<file path="src/rtl/clock_pkg.sv">
// Shared clock definitions: field limits, mode encoding, blank-bit positions and
// small helpers used by the time controller and the multiplexed displayer.
package clock_pkg;

    localparam logic [5:0] SEC_MAX  = 6'd59;
    localparam logic [5:0] MIN_MAX  = 6'd59;
    localparam logic [5:0] HOUR_MAX = 6'd23;

    localparam int unsigned BLANK_SEC  = 0;
    localparam int unsigned BLANK_MIN  = 1;
    localparam int unsigned BLANK_HOUR = 2;

    typedef enum logic [1:0] {
        RUN      = 2'd0,
        SET_HOUR = 2'd1,
        SET_MIN  = 2'd2,
        SET_SEC  = 2'd3
    } mode_e;

    function automatic logic [5:0] wrap_inc(input logic [5:0] value, input logic [5:0] max);
        return (value >= max) ? '0 : value + 6'd1;
    endfunction

    function automatic mode_e next_mode(input mode_e m);
        mode_e n;
        case (m)
            RUN:      n = SET_HOUR;
            SET_HOUR: n = SET_MIN;
            SET_MIN:  n = SET_SEC;
            default:  n = RUN;
        endcase
        return n;
    endfunction

    // Only the field being edited can go dark, and only in its dark half-period.
    function automatic logic [2:0] blank_mask(input mode_e m, input logic dark);
        logic [2:0] mask;
        mask = '0;
        if (dark) begin
            case (m)
                SET_HOUR: mask[BLANK_HOUR] = 1'b1;
                SET_MIN:  mask[BLANK_MIN]  = 1'b1;
                SET_SEC:  mask[BLANK_SEC]  = 1'b1;
                default:  mask = '0;
            endcase
        end
        return mask;
    endfunction

endpackage

</file>
<file path="src/rtl/clock_time_controller_if.sv">
// Button inputs and time/blank/mode outputs between the time controller and its
// surroundings (buttons in, displayer out).
interface clock_time_controller_if;
    logic       btn_mode;
    logic       btn_inc;
    logic [5:0] sec;
    logic [5:0] min;
    logic [5:0] hour;
    logic [2:0] blank;
    logic [1:0] mode;

    modport master (
        output btn_mode, btn_inc,
        input  sec, min, hour, blank, mode
    );

    modport slave (
        input  btn_mode, btn_inc,
        output sec, min, hour, blank, mode
    );
endinterface

</file>
<file path="src/rtl/button_debounce.sv">
// Raw button conditioning: 2-flop synchronizer, stability counter, and a one-cycle
// pulse on each accepted 0->1 change of the debounced level.
module button_debounce #(
    parameter int unsigned DEBOUNCE_TICKS = 20
) (
    input  logic clk_1000hz,
    input  logic rst_n,
    input  logic btn,
    output logic pulse
);

    localparam int unsigned CW = (DEBOUNCE_TICKS > 1) ? $clog2(DEBOUNCE_TICKS + 1) : 1;
    localparam logic [CW-1:0] CNT_LAST = CW'(DEBOUNCE_TICKS - 1);

    logic [1:0]    sync;
    logic          stable;
    logic [CW-1:0] cnt;

    // cnt counts consecutive synchronized samples that disagree with the accepted level.
    always_ff @(posedge clk_1000hz or negedge rst_n) begin
        if (!rst_n) begin
            sync   <= '0;
            stable <= 1'b0;
            cnt    <= '0;
            pulse  <= 1'b0;
        end else begin
            sync  <= {sync[0], btn};
            pulse <= 1'b0;
            if (sync[1] != stable) begin
                if (cnt == CNT_LAST) begin
                    stable <= sync[1];
                    cnt    <= '0;
                    pulse  <= sync[1];
                end else begin
                    cnt <= cnt + 1'b1;
                end
            end else begin
                cnt <= '0;
            end
        end
    end

endmodule

</file>
<file path="src/rtl/clock_time_controller.sv">
// HH:MM:SS sequencing controller: once-per-second time advance in RUN, and a
// two-button set mode that edits one field at a time and blinks it.
module clock_time_controller
    import clock_pkg::*;
#(
    parameter int unsigned TICKS_PER_SEC  = 1000,
    parameter int unsigned DEBOUNCE_TICKS = 20,
    parameter int unsigned BLINK_HALF     = 250
) (
    input  logic                   clk_1000hz,
    input  logic                   rst_n,
    clock_time_controller_if.slave bus
);

    localparam int unsigned PW = (TICKS_PER_SEC > 1) ? $clog2(TICKS_PER_SEC) : 1;
    localparam int unsigned BW = (BLINK_HALF > 0) ? $clog2(2 * BLINK_HALF) : 1;
    localparam logic [PW-1:0] PRE_LAST   = PW'(TICKS_PER_SEC - 1);
    localparam logic [BW-1:0] BLINK_LAST = BW'(2 * BLINK_HALF - 1);
    localparam logic [BW-1:0] BLINK_MID  = BW'(BLINK_HALF);

    logic mode_pulse;
    logic inc_pulse;

    mode_e         state;
    mode_e         state_nxt;
    logic [PW-1:0] prescaler;
    logic [BW-1:0] blink_cnt;
    logic [BW-1:0] blink_nxt;
    logic [5:0]    sec_q;
    logic [5:0]    min_q;
    logic [5:0]    hour_q;
    logic [2:0]    blank_q;
    logic          inc_ok;
    logic          tick;

    button_debounce #(.DEBOUNCE_TICKS(DEBOUNCE_TICKS)) u_db_mode (
        .clk_1000hz (clk_1000hz),
        .rst_n      (rst_n),
        .btn        (bus.btn_mode),
        .pulse      (mode_pulse)
    );

    button_debounce #(.DEBOUNCE_TICKS(DEBOUNCE_TICKS)) u_db_inc (
        .clk_1000hz (clk_1000hz),
        .rst_n      (rst_n),
        .btn        (bus.btn_inc),
        .pulse      (inc_pulse)
    );

    // A mode press in the same cycle as an inc press swallows the inc.
    always_comb begin
        state_nxt = state;
        blink_nxt = blink_cnt;
        inc_ok    = inc_pulse && !mode_pulse && (state != RUN);
        tick      = (state == RUN) && (prescaler == PRE_LAST);
        if (mode_pulse) begin
            state_nxt = next_mode(state);
        end
        if (state_nxt == RUN || mode_pulse || inc_ok) begin
            blink_nxt = '0;
        end else if (blink_cnt == BLINK_LAST) begin
            blink_nxt = '0;
        end else begin
            blink_nxt = blink_cnt + 1'b1;
        end
    end

    always_ff @(posedge clk_1000hz or negedge rst_n) begin
        if (!rst_n) begin
            state     <= RUN;
            prescaler <= '0;
            blink_cnt <= '0;
            blank_q   <= '0;
            sec_q     <= '0;
            min_q     <= '0;
            hour_q    <= '0;
        end else begin
            state     <= state_nxt;
            blink_cnt <= blink_nxt;
            blank_q   <= blank_mask(state_nxt, blink_nxt >= BLINK_MID);

            // Prescaler only runs while staying in RUN, so re-entry starts a full second.
            if (state == RUN && state_nxt == RUN) begin
                prescaler <= tick ? '0 : prescaler + 1'b1;
            end else begin
                prescaler <= '0;
            end

            if (tick) begin
                if (sec_q == SEC_MAX) begin
                    sec_q <= '0;
                    if (min_q == MIN_MAX) begin
                        min_q  <= '0;
                        hour_q <= wrap_inc(hour_q, HOUR_MAX);
                    end else begin
                        min_q <= min_q + 6'd1;
                    end
                end else begin
                    sec_q <= sec_q + 6'd1;
                end
            end else if (inc_ok) begin
                case (state)
                    SET_HOUR: hour_q <= wrap_inc(hour_q, HOUR_MAX);
                    SET_MIN:  min_q  <= wrap_inc(min_q, MIN_MAX);
                    SET_SEC:  sec_q  <= wrap_inc(sec_q, SEC_MAX);
                    default:  ;
                endcase
            end
        end
    end

    assign bus.sec   = sec_q;
    assign bus.min   = min_q;
    assign bus.hour  = hour_q;
    assign bus.blank = blank_q;
    assign bus.mode  = state;

endmodule

</file>
<file path="src/flat_wrapper.sv">
// flat-port wrapper written by rule: the top's interface ports become plain ports
module clock_time_controller_flat import clock_pkg::*;
#(
    parameter int unsigned TICKS_PER_SEC  = 1000,
    parameter int unsigned DEBOUNCE_TICKS = 20,
    parameter int unsigned BLINK_HALF     = 250
)
  (clk_1000hz, rst_n, bus_btn_mode, bus_btn_inc, bus_sec, bus_min, bus_hour, bus_blank, bus_mode);
  clock_time_controller_if bus_i ();
  input  logic clk_1000hz;
  input  logic rst_n;
  input wire logic [$bits(bus_i.btn_mode)-1:0] bus_btn_mode;
  input wire logic [$bits(bus_i.btn_inc)-1:0] bus_btn_inc;
  output wire logic [$bits(bus_i.sec)-1:0] bus_sec;
  output wire logic [$bits(bus_i.min)-1:0] bus_min;
  output wire logic [$bits(bus_i.hour)-1:0] bus_hour;
  output wire logic [$bits(bus_i.blank)-1:0] bus_blank;
  output wire logic [$bits(bus_i.mode)-1:0] bus_mode;
  assign bus_i.btn_mode = bus_btn_mode;
  assign bus_i.btn_inc = bus_btn_inc;
  assign bus_sec = bus_i.sec;
  assign bus_min = bus_i.min;
  assign bus_hour = bus_i.hour;
  assign bus_blank = bus_i.blank;
  assign bus_mode = bus_i.mode;
  clock_time_controller #(.TICKS_PER_SEC(TICKS_PER_SEC), .DEBOUNCE_TICKS(DEBOUNCE_TICKS), .BLINK_HALF(BLINK_HALF)) u_core (.clk_1000hz(clk_1000hz), .rst_n(rst_n), .bus(bus_i));
endmodule
</file>
<file path="config.mk">
export PLATFORM = sky130hd
export DESIGN_NAME = clock_time_controller_flat
export DESIGN_NICKNAME = d
export VERILOG_FILES = /design/src/rtl/clock_pkg.sv /design/src/rtl/clock_time_controller_if.sv /design/src/rtl/button_debounce.sv /design/src/rtl/clock_time_controller.sv /design/src/flat_wrapper.sv
export SDC_FILE = /design/constraint.sdc
export NUM_CORES = 1
export LEC_CHECK = 0
export BUFFER_PORTS_ARGS = -buffer_cell sky130_fd_sc_hd__buf_2
export CAP_MARGIN = 10
export CORE_ASPECT_RATIO = 1.1
export CORE_MARGIN = 4
export CORE_UTILIZATION = 63
export DETAILED_ROUTE_END_ITERATION = 6
export GPL_TIMING_DRIVEN = 0
export PLACE_DENSITY = 0.84
export SYNTH_ARGS = -nofsm -noshare
export SYNTH_HDL_FRONTEND = slang
export SYNTH_SLANG_ARGS = --single-unit
</file>
<file path="constraint.sdc">
create_clock -name clk_1000hz -period 4.3 [get_ports clk_1000hz]
set_clock_uncertainty 0.2 [all_clocks]
set_input_delay 0.645 -clock clk_1000hz [delete_from_list [all_inputs] [get_ports clk_1000hz]]
set_output_delay 0.645 -clock clk_1000hz [all_outputs]
set_load 0.05 [all_outputs]
</file>
# Yosys cells after proc, flatten, opt, wreduce, memory -nomap -nowiden
# Index checks and enable logic that the tools add are counted.
dict set report op_classes {
  n_eq_ne 16
  n_addsub 7
  reduce_logical 19
  muxes 35
  n_lt_le_gt_ge 4
}
# op n
set op_table {}
lappend op_table {{6-bit two-way mux} 17}
lappend op_table {{10-bit two-way mux} 2}
lappend op_table {{5-bit two-way mux} 4}
lappend op_table {{6-bit by 1-bit adder with 6-bit output (second input constant)} 3}
lappend op_table {{9-bit two-way mux} 2}
lappend op_table {{6-bit equality test (second input constant)} 2}
lappend op_table {{6-bit >= comparator (second input constant)} 2}
lappend op_table {{10-bit by 1-bit adder with 10-bit output (second input constant)} 1}
lappend op_table {{5-bit by 1-bit adder with 5-bit output (second input constant)} 2}
lappend op_table {{10-bit equality test (second input constant)} 1}
lappend op_table {{5-bit equality test (second input constant)} 2}
lappend op_table {{2-bit nonzero test} 5}
lappend op_table {{9-bit by 1-bit adder with 9-bit output (second input constant)} 1}
lappend op_table {{9-bit equality test (second input constant)} 1}
lappend op_table {{9-bit by 8-bit >= comparator with 1-bit output (second input constant)} 1}
lappend op_table {{2-bit equality test (second input constant)} 4}
lappend op_table {{1-bit two-way mux} 7}
lappend op_table {{6-bit by 5-bit >= comparator with 1-bit output (second input constant)} 1}
lappend op_table {{2-bit case mux with 3 select lines} 1}
lappend op_table {{2-bit AND reduction} 3}
lappend op_table {{2-bit by 1-bit equality test with 1-bit output (second input constant)} 2}
lappend op_table {{1-bit logical AND} 4}
lappend op_table {{2-bit zero test} 2}
lappend op_table {{2-bit inequality test (second input constant)} 2}
lappend op_table {{other kinds (7)} 9}
dict set report totals {
  reg_bits 60
  input_bits 4
}

# Depth between registers and ports, before layout
dict set report depth {
  ltp_word 9
  mapped_depth 8
  ltp_nobuf 7
}

# Cells and area by module
# Synthesis repeated with hierarchy kept, for this count alone.
dict set report hier_totals {
  cells_unflattened 298
  hier_area_um2 3049.2
}
# mod instances area_each_um2 cells_each
set modules_own_cells {}
lappend modules_own_cells {clock_time_controller 1 2283.4 240}
lappend modules_own_cells {button_debounce 2 382.9 29}

# Worst setup path before layout
# OpenSTA, ideal clock, no wires.
dict set report synth_timing {
  path_type {register -> register}
  startpoint {register u_core.state[0], in the netlist u_core.bus.mode[0]}
  endpoint {register u_core.min_q[3], in the netlist u_core.bus.min[3]}
  path_buffers 1
  arrival_time_ns 2.274
  slack_ns 1.750
  setup_time_ns 0.076
  stages_incl_launch_ff 9
  cell_sequence {dfrtp_1 > inv_1 > ha_1 > nor3b_2 > a41oi_1 > o21bai_1 > buf_2 > or3_1 > o21ai_1}
}
dict set report synth_between {
  elab_chain_cells 4
}
# element line
set synth_lines {}
lappend synth_lines {{start: declaration} clock_time_controller.sv:24} ;# mode_e state;
lappend synth_lines {{start signal: assignment} clock_time_controller.sv:78} ;# state <= state_nxt;
lappend synth_lines {{2-bit zero test or 2-bit nonzero test (tied branches)} {clock_time_controller.sv:55, clock_time_controller.sv:54}}
lappend synth_lines {{1-bit logical AND (on tied branches)} {clock_time_controller.sv:55, clock_time_controller.sv:54}}
lappend synth_lines {{2-bit inequality test (no source line) or 2-bit nonzero test (tied branches)} n/a}
lappend synth_lines {{3-bit AND reduction (no source line)} n/a}
lappend synth_lines {{end signal: assignment} clock_time_controller.sv:96} ;# min_q <= min_q + 6'd1;
lappend synth_lines {{end signal: assignment} clock_time_controller.sv:104} ;# SET_MIN: min_q <= wrap_inc(min_q, MIN_MAX);
lappend synth_lines {{end: declaration} clock_time_controller.sv:30} ;# logic [5:0] min_q;
# Parallel ways exist; a longest one is shown, timed or not.
# A chain may end at the register's enable or synchronous reset.

# Final worst setup path
dict set report layout_timing {
  startpoint {register u_core.state[0], in the netlist u_core.bus.mode[0]}
  endpoint {register u_core.hour_q[1], in the netlist u_core.bus.hour[1]}
}
dict set report layout_between {
  elab_chain_cells 4
}
# element line
set layout_lines {}
lappend layout_lines {{2-bit zero test or 2-bit nonzero test (tied branches)} {clock_time_controller.sv:55, clock_time_controller.sv:54}}
lappend layout_lines {{1-bit logical AND (on tied branches)} {clock_time_controller.sv:55, clock_time_controller.sv:54}}
lappend layout_lines {{2-bit inequality test (no source line) or 2-bit nonzero test (tied branches)} n/a}
lappend layout_lines {{4-bit AND reduction (no source line)} n/a}
lappend layout_lines {{end signal: assignment} clock_time_controller.sv:94} ;# hour_q <= wrap_inc(hour_q, HOUR_MAX);
lappend layout_lines {{end signal: assignment} clock_time_controller.sv:103} ;# SET_HOUR: hour_q <= wrap_inc(hour_q, HOUR_MAX);
lappend layout_lines {{end: declaration} clock_time_controller.sv:31} ;# logic [5:0] hour_q;
# Parallel ways exist; a longest one is shown, timed or not.

==> summary.txt <==
STA
  – Fin crit share: 0.607
  – Slew Limit Fails: 0
  – Hold Vio Cnt, Final: 0
  – RSZ-0062 raised after global routing: false
  – Min cycle time layout: approximately 2.6 ns
  – Rel. slew slack: 0.550
  – Fmax: 383 MHz
  – Setup-failing EPs final: 0
  – Setup TNS: 0 ns
  – Worst setup margin: 1.69 ns
  – Worst slew pin tran: ~0.67 ns

Final layout
  – Most common cell after layout, fill and taps aside: dfrtp_1
  – Most frequent cells in the layout: dfrtp_1, nor2_1, buf_2, nand3_1, nand2_1
  – Layout fillers: 291
  – Layout cell share with drive strength beyond 1: 0.163
  – # diodes: 0
  – NumNets Final: approximately 350
  – Core Util, Final: 0.770
  – Area grow syn2layout: 14.7%

Place
  – Placer Congestion: 0.864
  – Detailed placement HPWL: a little under 4000 um
  – Worst slack at placement: 1.72 ns
  – IO Port Bufs: 26

Power and ir drop
  – Pint: 943 uW
  – Flop pwr share: 0.498
  – Max VDD drop: ~0.47 mV
  – Switching part of the total power: 0.221
  – NetSw: 268 uW
  – P_leak: 0.00158 uW
  – Comb power frac: 0.042
  – Tot Pwr: 1210 uW
  – Cell Pwr Density: 357 nW/um2
  – Clock share of power: 0.460

Critical path
  – Worst Setup Start Kind: register
  – WP data required: 4.34 ns
  – CP max FO: 9
  – Worst reg-to-reg path cell count: 8
  – Reg2reg end: u_core.bus.hour[1]
  – Worst setup path class: reg2reg
  – FF-to-FF Start: u_core.bus.mode[0]
  – Worst Path Arrival: 2.65 ns
  – FF-to-FF setup slack: 1.69 ns
  – Worst setup EP type: register

Detailed routing
  – Routed WL per cell: 14.8 um
  – TritonRoute pass-1 iters: 4
  – Routed Wire Length: between 5000 and 6000 um
  – # DRC: 0
  – Post-DRT Antenna Nets: 0
  – Via count: 2299
  – DRT iter0 DRCs: between 100 and 150
  – Routed vias/inst: slightly below 6

CTS
  – Maximum buffer depth of the clock tree: 2
  – CTS buffer count: 9
  – H-tree lvl count: 3
  – Clk_lat worst skew: ~0.34 ns
  – CTS Sinks: 60
  – Post-CTS Setup Bufs: 0
  – Hold_buf cts: 0
  – CTS tree: done
  – CTS Root Cell: clkbuf_8
  – Resized cells post-CTS: 0
  – Clk slew on worst S/H paths: 0.07 ns

GRT
  – Tot GR Track Use: 0.233
  – Vias in the first global route: approximately 2400
  – Largest net degree at the start of global routing: 33
  – Initial antenna violation count: 0
  – Grt ovf: 0
  – Wire length of the first global-routing pass: 10500 um

Synthesis
  – Post-synthesis cell type count: 47
  – Top_reg_cell synth: dfrtp_1
  – Ys async rst share: 1.00
  – Syn_nets: 310
  – Synth warn: 0
  – #FFs+latches synth: 60
  – Post-synthesis cell count: 295
  – Register area share after synthesis: 0.507
  – EDFF count, synth: 0
  – Avg Cell Area, Syn: 10.0 um2
  – Mapped Area: 2960 um2

Worst hold path
  – Hold Path Class: in2async

Flow run
  – Max-cap viol count: 0

Floorplanning
  – IO Pins: 27
  – Die ar.: ~6000 um2
  – Chip height: 79.9 um
  – Die Wd: 73.4 um
  – FP Rows: 25
  – Initial Util: 0.671
  – Core box area: 4410 um2

Outcome
  – Status: finished, final reports clean
-- cells in the mapped netlist (all sizes together), types with 4 or more instances --
cell | instances | area (um2)
a21o | 5 | 37.5
a21oi | 5 | 25.0
and2 | 6 | 37.5
buf | 4 | 20.0
dfrtp | 60 | 1500
ha | 11 | 138
inv | 14 | 52.6
nand2 | 19 | 71.3
nand2b | 5 | 31.3
nand3 | 22 | 110
nor2 | 41 | 154
nor3 | 5 | 25.0
nor3b | 4 | 35.0
o21ai | 14 | 70.1
o31ai | 8 | 60.1
or2 | 5 | 31.3
or3 | 5 | 31.3
xnor2 | 11 | 96.3
xor2 | 8 | 70.1
-- per-layer routing --
layer / up-vias / global-route usage / wire length, um
met5: - / 0 / 0
met4: 0 / 0.103 / 90
met3: 8 / 0.0718 / 276
met2: 56 / 0.360 / 2830
met1: 1119 / 0.300 / 2590
li1: 1116 / - / -
-- logic make-up (layout without fill, tap and decap cells) --
group | after synthesis | after routing | share of synthesized area
buf+inv | 20 | 63 | 0.0270
compound gates | 54 | 54 | 0.128
xor+xnor | 19 | 19 | 0.0562
mux | 4 | 4 | 0.0144
simple gates | 127 | 127 | 0.221
fa+ha+maj | 11 | 11 | 0.0465
flops | 60 | 60 | 0.507
-- power groups by stage --
| stage | clock (uW) | combinational (uW) | sequential (uW) |
|---|---|---|---|
| finish | 558 | 50.9 | 603 |
| global route | 598 | 60.3 | 606 |
| CTS | 566 | 52.6 | 602 |
| detailed placement | 0 | 51.1 | 613 |
| global placement | 0 | 46.7 | 612 |
| floorplan | 0 | 31.6 | 608 |
-- through the flow --
step	cells	hold WS [ns]	cell area [um2]
after global routing	392	0.164	3400
after CTS	392	0.154	3400
after floorplan	295	0.131	2960
final	392	0.139	3400
after global placement	375	0.133	3160
after detailed placement	376	0.146	3180
-- flip-flops by register name, summed over array words and instances (netlist names) --
signal,flops
u_core.blink_cnt,9
u_core.u_db_inc.sync,2
u_core.u_db_inc.pulse,1
u_core.u_db_mode.sync,2
u_core.bus.blank,3
u_core.prescaler,10
u_core.bus.min,6
u_core.u_db_inc.stable,1
u_core.bus.mode,2
u_core.u_db_mode.stable,1
u_core.bus.hour,6
u_core.u_db_mode.pulse,1
u_core.u_db_mode.cnt,5
u_core.u_db_inc.cnt,5
u_core.bus.sec,6
-- how the worst max path moves through the flow --
stage,from,to,cells after the start
after floorplan,u_core.bus.mode[0],u_core.bus.min[3],8
after global placement,u_core.bus.mode[1],u_core.bus.hour[1],8
after detailed placement,u_core.bus.mode[0],u_core.bus.hour[2],8
after CTS,u_core.bus.mode[0],u_core.bus.hour[1],8
after global routing,u_core.bus.mode[1],u_core.bus.hour[2],8
final,u_core.bus.mode[0],u_core.bus.hour[1],8
-- layout make-up --
type,instances,area (um2),share of cell area
buffer,6,27.5,0.00811
clock buffer,11,141,0.0416
clock inverter,5,75.1,0.0221
inverter,14,52.6,0.0155
multi-input combinational,215,1380,0.406
sequential,60,1500,0.442
tap,54,67.6,0.0199
timing repair buffer,27,150,0.0442
-- critical path: stages (launching register included) --
cell and delay [ns]:
dfrtp_1 0.45, inv_1 0.11, ha_1 0.27, nand2b_1 0.12, nor4_4 0.54, a22oi_2 0.20, or2_0 0.23, buf_2 0.15
o31ai_1 0.24
No activity file was read; power rests on OpenSTA's default activity.
